$ cat config.mk
export PLATFORM = sky130hd
export DESIGN_NAME = mem_arbiter_flat
export DESIGN_NICKNAME = d
export VERILOG_FILES = /design/src/rtl/mem_arbiter_if.sv /design/src/rtl/mem_arbiter.sv /design/src/flat_wrapper.sv
export SDC_FILE = /design/constraint.sdc
export NUM_CORES = 1
export LEC_CHECK = 0
export CAP_MARGIN = 10
export CORE_MARGIN = 10
export CORE_UTILIZATION = 60
export CTS_BUF_LIST = sky130_fd_sc_hd__clkbuf_4
export DETAILED_ROUTE_END_ITERATION = 10
export DONT_BUFFER_PORTS = 1
export PLACE_DENSITY = 0.86
export SYNTH_ARGS = -nofsm -noshare
export SYNTH_HDL_FRONTEND = slang
export SYNTH_SLANG_ARGS = --single-unit
export TNS_END_PERCENT = 100
$ cat constraint.sdc
create_clock -name clk -period 4.3 [get_ports clk]
set_clock_uncertainty 0.15 [all_clocks]
set_input_delay 0.43 -clock clk [delete_from_list [all_inputs] [get_ports clk]]
set_output_delay 0.43 -clock clk [all_outputs]
set_load 0.03 [all_outputs]
$ cat src/rtl/mem_arbiter_if.sv
`default_nettype none
// ============================================================================
//  Module      : mem_arbiter_if
//  Description : Bundle of the instruction-port, data-port and physical
//                memory-port signals around mem_arbiter.
//                slave  modport : arbiter view (takes requests, drives pmem_*)
//                master modport : environment view (core stages + memory)
//  Ports       : i_read/i_address/i_rdata/i_resp          - fetch port
//                d_read/d_write/d_address/d_wdata/
//                d_byte_enable/d_rdata/d_resp              - data port
//                pmem_read/pmem_write/pmem_address/
//                pmem_wdata/pmem_byte_enable/pmem_rdata/
//                pmem_resp                                 - physical port
//  Revision    : 1.0  initial release
// ============================================================================
interface mem_arbiter_if #(
    parameter int ADDR_W = 16,
    parameter int DATA_W = 16,
    parameter int MASK_W = 2
);
    // instruction port
    logic              i_read;
    logic [ADDR_W-1:0] i_address;
    logic [DATA_W-1:0] i_rdata;
    logic              i_resp;
    // data port
    logic              d_read;
    logic              d_write;
    logic [ADDR_W-1:0] d_address;
    logic [DATA_W-1:0] d_wdata;
    logic [MASK_W-1:0] d_byte_enable;
    logic [DATA_W-1:0] d_rdata;
    logic              d_resp;
    // physical memory port
    logic              pmem_read;
    logic              pmem_write;
    logic [ADDR_W-1:0] pmem_address;
    logic [DATA_W-1:0] pmem_wdata;
    logic [MASK_W-1:0] pmem_byte_enable;
    logic [DATA_W-1:0] pmem_rdata;
    logic              pmem_resp;

    modport slave (
        input  i_read, i_address,
        output i_rdata, i_resp,
        input  d_read, d_write, d_address, d_wdata, d_byte_enable,
        output d_rdata, d_resp,
        output pmem_read, pmem_write, pmem_address, pmem_wdata, pmem_byte_enable,
        input  pmem_rdata, pmem_resp
    );

    modport master (
        output i_read, i_address,
        input  i_rdata, i_resp,
        output d_read, d_write, d_address, d_wdata, d_byte_enable,
        input  d_rdata, d_resp,
        input  pmem_read, pmem_write, pmem_address, pmem_wdata, pmem_byte_enable,
        output pmem_rdata, pmem_resp
    );
endinterface
`default_nettype wire

$ cat src/rtl/mem_arbiter.sv
`default_nettype none
// ============================================================================
//  Module      : mem_arbiter
//  Description : Two-port to one-port memory arbiter. Serialises instruction
//                fetch reads and data reads/writes onto one physical memory
//                port, one transaction in flight, alternating on conflict.
//  Ports       : clk   - clock, all state on rising edge
//                reset - asynchronous active-high reset
//                bus   - mem_arbiter_if.slave (fetch, data and pmem ports)
//  Revision    : 1.0  initial release
// ============================================================================
module mem_arbiter #(
    parameter int ADDR_W  = 16,
    parameter int DATA_W  = 16,
    parameter int MASK_W  = 2,
    parameter bit D_FIRST = 1'b1
) (
    input  wire logic     clk,
    input  wire logic     reset,
    mem_arbiter_if.slave  bus
);

    localparam logic [1:0] c_ST_IDLE    = 2'd0;
    localparam logic [1:0] c_ST_SERVE_I = 2'd1;
    localparam logic [1:0] c_ST_SERVE_D = 2'd2;

    localparam logic c_GRANT_I = 1'b0;
    localparam logic c_GRANT_D = 1'b1;
    // last_grant starts on the port that should LOSE the first conflict
    localparam logic c_LAST_RESET = D_FIRST ? c_GRANT_I : c_GRANT_D;

    logic [1:0]        r_state;
    logic [1:0]        w_next_state;
    logic              r_last_grant;

    logic              r_pmem_read;
    logic              r_pmem_write;
    logic [ADDR_W-1:0] r_pmem_address;
    logic [DATA_W-1:0] r_pmem_wdata;
    logic [MASK_W-1:0] r_pmem_byte_enable;

    logic              w_idle;
    logic              w_d_req;
    logic              w_grant_i;
    logic              w_grant_d;
    logic              w_done;

    assign w_idle  = (r_state == c_ST_IDLE);
    assign w_d_req = bus.d_read | bus.d_write;

    // On conflict the port that did not win last time is granted.
    assign w_grant_d = w_idle & w_d_req &
                       (~bus.i_read | (r_last_grant == c_GRANT_I));
    assign w_grant_i = w_idle & bus.i_read &
                       (~w_d_req | (r_last_grant == c_GRANT_D));

    // pmem_resp only counts while a transaction is outstanding
    assign w_done = ~w_idle & bus.pmem_resp;

    // ------------------------------------------------------------------
    // State register
    // ------------------------------------------------------------------
    always_ff @(posedge clk or posedge reset) begin
        if (reset) begin
            r_state <= c_ST_IDLE;
        end else begin
            r_state <= w_next_state;
        end
    end

    // ------------------------------------------------------------------
    // Next-state logic
    // ------------------------------------------------------------------
    always_comb begin
        w_next_state = r_state;
        case (r_state)
            c_ST_IDLE: begin
                if (w_grant_d) begin
                    w_next_state = c_ST_SERVE_D;
                end else if (w_grant_i) begin
                    w_next_state = c_ST_SERVE_I;
                end
            end
            c_ST_SERVE_I,
            c_ST_SERVE_D: begin
                if (bus.pmem_resp) begin
                    w_next_state = c_ST_IDLE;
                end
            end
            default: w_next_state = c_ST_IDLE;
        endcase
    end

    // ------------------------------------------------------------------
    // Output logic: completion is routed combinationally to the owner
    // ------------------------------------------------------------------
    always_comb begin
        bus.i_resp  = 1'b0;
        bus.i_rdata = {DATA_W{1'b0}};
        bus.d_resp  = 1'b0;
        bus.d_rdata = {DATA_W{1'b0}};
        case (r_state)
            c_ST_SERVE_I: begin
                if (bus.pmem_resp) begin
                    bus.i_resp  = 1'b1;
                    bus.i_rdata = bus.pmem_rdata;
                end
            end
            c_ST_SERVE_D: begin
                if (bus.pmem_resp) begin
                    bus.d_resp  = 1'b1;
                    bus.d_rdata = bus.pmem_rdata;
                end
            end
            default: ;
        endcase
    end

    // ------------------------------------------------------------------
    // Physical port registers: captured on the grant edge and held for
    // the whole transaction, so requestor changes mid-flight are ignored.
    // ------------------------------------------------------------------
    always_ff @(posedge clk or posedge reset) begin
        if (reset) begin
            r_pmem_read        <= 1'b0;
            r_pmem_write       <= 1'b0;
            r_pmem_address     <= {ADDR_W{1'b0}};
            r_pmem_wdata       <= {DATA_W{1'b0}};
            r_pmem_byte_enable <= {MASK_W{1'b0}};
            r_last_grant       <= c_LAST_RESET;
        end else if (w_grant_d) begin
            // write has priority when both data strobes are high
            r_pmem_read        <= bus.d_read & ~bus.d_write;
            r_pmem_write       <= bus.d_write;
            r_pmem_address     <= bus.d_address;
            r_pmem_wdata       <= bus.d_wdata;
            r_pmem_byte_enable <= bus.d_byte_enable;
            r_last_grant       <= c_GRANT_D;
        end else if (w_grant_i) begin
            r_pmem_read        <= 1'b1;
            r_pmem_write       <= 1'b0;
            r_pmem_address     <= bus.i_address;
            r_pmem_wdata       <= {DATA_W{1'b0}};
            r_pmem_byte_enable <= {MASK_W{1'b0}};
            r_last_grant       <= c_GRANT_I;
        end else if (w_done) begin
            r_pmem_read        <= 1'b0;
            r_pmem_write       <= 1'b0;
        end
    end

    assign bus.pmem_read        = r_pmem_read;
    assign bus.pmem_write       = r_pmem_write;
    assign bus.pmem_address     = r_pmem_address;
    assign bus.pmem_wdata       = r_pmem_wdata;
    assign bus.pmem_byte_enable = r_pmem_byte_enable;

endmodule
`default_nettype wire

$ cat src/flat_wrapper.sv
// flat-port wrapper written by rule: the top's interface ports become plain ports
module mem_arbiter_flat 
#(
    parameter int ADDR_W  = 16,
    parameter int DATA_W  = 16,
    parameter int MASK_W  = 2,
    parameter bit D_FIRST = 1'b1
)
  (clk, reset, bus_i_read, bus_i_address, bus_i_rdata, bus_i_resp, bus_d_read, bus_d_write, bus_d_address, bus_d_wdata, bus_d_byte_enable, bus_d_rdata, bus_d_resp, bus_pmem_read, bus_pmem_write, bus_pmem_address, bus_pmem_wdata, bus_pmem_byte_enable, bus_pmem_rdata, bus_pmem_resp);
  mem_arbiter_if #(.ADDR_W(ADDR_W), .DATA_W(DATA_W), .MASK_W(MASK_W)) bus_i ();
  input  wire logic clk;
  input  wire logic reset;
  input wire logic [$bits(bus_i.i_read)-1:0] bus_i_read;
  input wire logic [$bits(bus_i.i_address)-1:0] bus_i_address;
  output wire logic [$bits(bus_i.i_rdata)-1:0] bus_i_rdata;
  output wire logic [$bits(bus_i.i_resp)-1:0] bus_i_resp;
  input wire logic [$bits(bus_i.d_read)-1:0] bus_d_read;
  input wire logic [$bits(bus_i.d_write)-1:0] bus_d_write;
  input wire logic [$bits(bus_i.d_address)-1:0] bus_d_address;
  input wire logic [$bits(bus_i.d_wdata)-1:0] bus_d_wdata;
  input wire logic [$bits(bus_i.d_byte_enable)-1:0] bus_d_byte_enable;
  output wire logic [$bits(bus_i.d_rdata)-1:0] bus_d_rdata;
  output wire logic [$bits(bus_i.d_resp)-1:0] bus_d_resp;
  output wire logic [$bits(bus_i.pmem_read)-1:0] bus_pmem_read;
  output wire logic [$bits(bus_i.pmem_write)-1:0] bus_pmem_write;
  output wire logic [$bits(bus_i.pmem_address)-1:0] bus_pmem_address;
  output wire logic [$bits(bus_i.pmem_wdata)-1:0] bus_pmem_wdata;
  output wire logic [$bits(bus_i.pmem_byte_enable)-1:0] bus_pmem_byte_enable;
  input wire logic [$bits(bus_i.pmem_rdata)-1:0] bus_pmem_rdata;
  input wire logic [$bits(bus_i.pmem_resp)-1:0] bus_pmem_resp;
  assign bus_i.i_read = bus_i_read;
  assign bus_i.i_address = bus_i_address;
  assign bus_i_rdata = bus_i.i_rdata;
  assign bus_i_resp = bus_i.i_resp;
  assign bus_i.d_read = bus_d_read;
  assign bus_i.d_write = bus_d_write;
  assign bus_i.d_address = bus_d_address;
  assign bus_i.d_wdata = bus_d_wdata;
  assign bus_i.d_byte_enable = bus_d_byte_enable;
  assign bus_d_rdata = bus_i.d_rdata;
  assign bus_d_resp = bus_i.d_resp;
  assign bus_pmem_read = bus_i.pmem_read;
  assign bus_pmem_write = bus_i.pmem_write;
  assign bus_pmem_address = bus_i.pmem_address;
  assign bus_pmem_wdata = bus_i.pmem_wdata;
  assign bus_pmem_byte_enable = bus_i.pmem_byte_enable;
  assign bus_i.pmem_rdata = bus_pmem_rdata;
  assign bus_i.pmem_resp = bus_pmem_resp;
  mem_arbiter #(.ADDR_W(ADDR_W), .DATA_W(DATA_W), .MASK_W(MASK_W), .D_FIRST(D_FIRST)) u_core (.clk(clk), .reset(reset), .bus(bus_i));
endmodule
Word-level counts from Yosys, hierarchy flattened:

Cells that the tools add are included.

* register bits: 39
* bits of input ports: 72
* output and inout port bits: 70
* word-level logic and storage cells: 53

* equality and inequality tests: 4
* mux-type cells: 23
* bitwise logic cells: 14
* reductions and logical operators: 5

Operator list (count)
* 16-bit 2-to-1 mux: 7
* 1-bit 2-to-1 mux: 10
* 2-bit 2-to-1 mux: 5
* 1-bit bitwise AND: 6
* 1-bit inverter: 5
* 2-bit case mux with 2 select lines: 1
* 3-bit != test, second input constant: 1
* 1-bit bitwise OR: 3
* 3-bit nonzero test: 1
* 2-bit by 1-bit equality test with 1-bit output, second input constant: 1
* 2-bit equality test, second input constant: 1
* 2-bit zero test: 1
* 2-bit != test, second input constant: 1
* 2-bit AND reduction: 1
* 2-bit nonzero test: 1
* 2-bit OR reduction: 1

Longest topological paths before layout:

* depth in word-level cells: 7
* mapped depth: 8
* depth with buffers taken out: 5

Least setup slack after synthesis:

Ideal clock, no wire load.

* path type: reg-to-output
* from: register u_core.r_state[1]
* to: output bus_i_rdata[14]
* arrival: 1.220 ns
* data required time: 3.720 ns
* slack: 2.500 ns
* stages on the path, launching flop included: 5
* path buffers: 1
* cells stage by stage: dfrtp_1 -> inv_1 -> ha_1 -> clkbuf_1 -> and3_1

* word-level cells in the longest chain between the ends: 2

RTL lines
* start, declared: RTL line mem_arbiter.sv:32 `logic [1:0] r_state;`
* start signal, assigned: RTL line mem_arbiter.sv:65 `r_state <= c_ST_IDLE;`
* start signal, assigned: RTL line mem_arbiter.sv:67 `r_state <= w_next_state;`
* 2-bit by 1-bit equality test with 1-bit output: RTL line mem_arbiter.sv:102 `case (r_state)`
* 16-bit 2-to-1 mux: RTL line mem_arbiter.sv:102
* end, declared: RTL line flat_wrapper.sv:15 `output wire logic [$bits(bus_i.i_rdata)-1:0] bus_i_rdata;`

Every way passes these cells.

Worst setup path in the final report:

* from: register u_core.r_state[0]
* to: register u_core.r_state[0]

* word-level cells in the longest chain between the ends: 5
* elaborated cells on any way between the ends: 13
* classes of those cells: eq/ne (4); mux (2); bitwise (4); reduce/logical (3)

RTL lines (RTL line)
* 2-bit zero test: mem_arbiter.sv:48, mem_arbiter.sv:76
* 1-bit bitwise AND (on tied branches) (2 in a row): mem_arbiter.sv:52, mem_arbiter.sv:54
* 2-bit 2-to-1 mux / 3-bit != test (equally long branches)
* 2-bit case mux with 2 select lines / 2-bit AND reduction (equally long branches)

Parallel ways exist; a longest one is shown, timed or not.
A chain may end at the register's enable or synchronous reset.

==> metrics.md <==
| Metric | Value |
|---|---|
| Ratio of cells with drive above 1 in the final layout | `0.0773` |
| Average wire per cell in the routed design | `26.0 um` |
| Number of enable-type register cells in the synthesized netlist | `0` |
| Largest fanout on the critical path | `17` |
| Clock insertion delay at the later pin of the skew report | `0.36 ns` |
| Arithmetic-cell share of the synthesized area counting full adders, half adders and majority gates | `0.0189` |
| Number of global-route vias before repair | `1630` |
| Clock slew at the register clock pins of the worst setup and hold paths | `0.12 ns` |
| Pwr Density | `934 nW/um^2` |
| Logic gate share of total power | `0.351` |
| Synthesized flop and latch total | `39` |
| Global Route Usage Sum | `0.195` |
| Classification of the worst-slack hold path | `input port to flip-flop` |
| Highest clock rate | `409 MHz` |
| Number of nets with antenna violations after routing | `0` |
| Critical path cell sequence | `inv_1, ha_1, o21ai_2, nor2_1, buf_4, o32ai_1` |
| Remaining max-slew budget at the tightest pin | `0.518` |
| CTS HTree Levels | `2` |
| Post-CTS Hold Fix Bufs | `1` |
| Largest net degree at the start of global routing | `37` |
| Drt via density | `6.88` |
| Final max-slew violation count | `0` |
| Switching power summed over all nets | `1.01 mW` |
| TritonCTS clock tree | `done` |
| Kind of launch point of the worst setup path | `flip-flop` |
| Number of setup violations in the final report | `0` |
| Instance count after placement with tap cells included | `229` |
| Internal power consumption | `0.893 mW` |
| Grt ovf | `0` |
| Post-Syn Area | `1980 sq um` |
| Wire length of the first global-routing pass | `9.40 mm` |
| Net count after synthesis | `276` |
| Share of the synthesized netlist area taken by xor and xnor gates | `0` |
| Final WL | `6.18 mm` |
| Final #Nets | `268` |
| Final Non-Filler Cells | `238` |
| Number of clock sinks | `39` |
| Clk network pwr share | `0.130` |
| Die area | `6000 sq um` |
| DP Worst Slack | `1.84 ns` |
| Final sum of negative setup slack | `0 ns` |
| Post-layout min period | `2.44 ns` |
| Distinct cell type count after synthesis | `29` |
| Final Cycle Share | `0.568` |
| Starting density of the core | `0.639` |
| Proportion of total power due to net switching | `0.531` |
| Number of stages on the worst hold path | `1` |
| Outcome | `finished, final reports clean` |
| Register area share after synthesis | `0.492` |
| Largest incremental delay on the critical path | `0.62 ns` |
| Utilization after layout | `0.658` |
| WP data arrival | `2.54 ns` |
| Post-CTS setup repair buffer count | `0` |
| Synthesized instance count | `201` |
| CTS Buffer Depth | `2` |
| Port Buffers | `0` |
| Final setup margin | `1.86 ns` |
| Sequential share of power | `0.519` |
| Unrepaired setup endpoints after global routing | `no` |
| Power, Total | `1.91 mW` |
| Startpoint of the lowest-slack register-to-register path | `u_core.r_state[0]` |
| Initial antenna violation count | `0` |
| Top cell family by delay on the critical path | `simple AND/OR/NAND/NOR gates` |
| Number of DRC violations after detailed-routing iteration 0 | `125` |
| Proportion of register bits with asynchronous set or reset after synthesis | `1.00` |
| Row Count | `20` |
| Kind of end point of the critical path | `flip-flop` |
| Worst slew pin tran | `0.720 ns` |
| Std-Cell Core Area | `3100 sq um` |
| Total of cells resized after clock tree synthesis | `0` |
| Cell count of the worst reg-to-reg path | `6` |
| Root Buffer Master | `sky130_fd_sc_hd__clkbuf_4` |
| Number of buffers created by CTS | `5` |
| Number of vias after detailed routing | `1638` |
| Vertical extent of the die | `77.5 um` |
| Maxcap violations | `0` |
| Post-synthesis compound-gate area fraction | `0.264` |
| Hold path startpoint | `bus_d_write` |
| Multiplexer area fraction after synthesis | `0.00568` |
| Dpl hpwl | `4.88 mm` |
| Post-synthesis share of cell area spent on and, or, nand and nor gates | `0.155` |
| First-pass iteration count of the detailed router | `4` |
| Highest-delay cell along the critical path | `sky130_fd_sc_hd__nor2_1` |
| Mapped Avg Cell Area | `9.87 sq um` |
| Yosys warns | `0` |
| Endpoint of the most critical register-to-register path | `u_core.r_state[0]` |
| Register-to-Register Setup Slack | `1.86 ns` |
| Post-detailed-route DRC marker count | `0` |
| Width of the die | `77.5 um` |
| Primary flip-flop cell chosen by synthesis mapping | `sky130_fd_sc_hd__dfrtp_1` |
| Hold path endpoint | `u_core.bus.pmem_write` |
| Signed area change from the synthesized netlist to the final layout | `2.90%` |
| Kind of critical path | `flip-flop to flip-flop` |
| Ports | `142` |
| Buffer and inverter count on the worst path | `2` |
| Worst-case vdd ir drop | `0.509 mV` |
| Main combinational cell family by area after synthesis | `compound AO/OA/AOI/OAI gates` |
| Final Hold Fails | `0` |
| Antenna Cells | `0` |
| Leakage Power | `0.978 nW` |
| RePlAce Congestion | `0.794` |
| Data required time at the worst endpoint | `4.40 ns` |
-- worst max-delay path by stage --
stage	from	end	slack [ns]	cells after the start
after CTS	u_core.r_state[0]	u_core.r_state[0]	1.83	6
after global routing	u_core.r_state[0]	u_core.r_state[1]	1.65	6
after global placement	u_core.r_state[0]	u_core.r_state[0]	2.04	6
final	u_core.r_state[0]	u_core.r_state[0]	1.86	6
after floorplan	u_core.r_state[1]	bus_i_rdata[14]	2.50	4
after detailed placement	u_core.r_state[0]	u_core.r_state[0]	1.84	6
-- worst reg2reg max path: stages, from the launching register on --
cell	delay, ns
sky130_fd_sc_hd__dfrtp_1	0.40
sky130_fd_sc_hd__inv_1	0.11
sky130_fd_sc_hd__ha_1	0.38
sky130_fd_sc_hd__o21ai_2	0.26
sky130_fd_sc_hd__nor2_1	0.62
sky130_fd_sc_hd__buf_4	0.30
sky130_fd_sc_hd__o32ai_1	0.11
-- sequential cells by signal, summed over array words and instances, names as in the netlist --
signal                       cells
u_core.bus.pmem_address         16
u_core.bus.pmem_byte_enable      2
u_core.bus.pmem_read             1
u_core.bus.pmem_wdata           16
u_core.bus.pmem_write            1
u_core.r_last_grant              1
u_core.r_state                   2
-- layout make-up --
cell class / count / area (sq um)
clock inverters: 3 / 43.8
flip-flops and latches: 39 / 976
inverters: 4 / 15.0
clock buffers: 5 / 37.5
multi-input cells: 139 / 881
fillers: 271 / 1060
repair buffers: 4 / 32.5
well taps: 44 / 55.1
-- synthesized netlist by cell type, drive strengths merged (2+ instances only) --
master	instances	area, sq um
and2	3	18.8
nor2	17	63.8
a21oi	18	90.1
inv	4	15.0
buf	11	80.1
and3	32	200
nand2	2	7.51
a31oi	17	113
ha	3	37.5
o21ai	18	93.8
a22o	18	158
dfrtp	39	976
clkbuf	8	31.3
-- kinds of logic (layout without fill, tap and decap cells) --
group	after synthesis	after routing
AOI/OAI and AO/OA	78	78
DFF	39	39
adders and majority gates	3	3
muxes	1	1
and+or+nand+nor	57	57
buffers and inverters	23	16
-- layout by cell type, fill, tap and decap left out, drive strengths merged, types with 2 or more instances in the layout --
| cell type | netlist | layout |
|---|---|---|
| dfrtp | 39 | 39 |
| and3 | 32 | 32 |
| a21oi | 18 | 18 |
| a22o | 18 | 18 |
| o21ai | 18 | 18 |
| nor2 | 17 | 17 |
| a31oi | 17 | 17 |
| clkbuf | 8 | 5 |
| inv | 4 | 4 |
| and2 | 3 | 3 |
| ha | 3 | 3 |
| buf | 11 | 3 |
| nand2 | 2 | 2 |
| clkinv | 0 | 2 |
-- per-layer routing --
metal  track usage  wire length [um]  vias to the layer above
li1              -                 -                      723
met1         0.208              2150                      802
met2         0.335              3240                      106
met3        0.0979               733                        7
met4        0.0547                58                        0
met5             0                 0                        -
-- power groups by stage --
stage                     Clock [mW]  Sequential (mW)  Combinational [mW]
after floorplan                    0            0.944               0.601
after global placement             0            0.997               0.624
after detailed placement           0             1.00               0.672
after CTS                      0.251            0.996               0.671
after global routing           0.270             1.01               0.751
final                          0.247            0.990               0.669
-- stage by stage --
stage	hold slack [ns]	area, sq um
global placement	0.284	1950
finish	0.0381	2040
detailed placement	0.305	1950
CTS	0.0299	2040
global route	0.0147	2040
floorplan	0.314	1980
No activity file was read; power rests on OpenSTA's default activity.
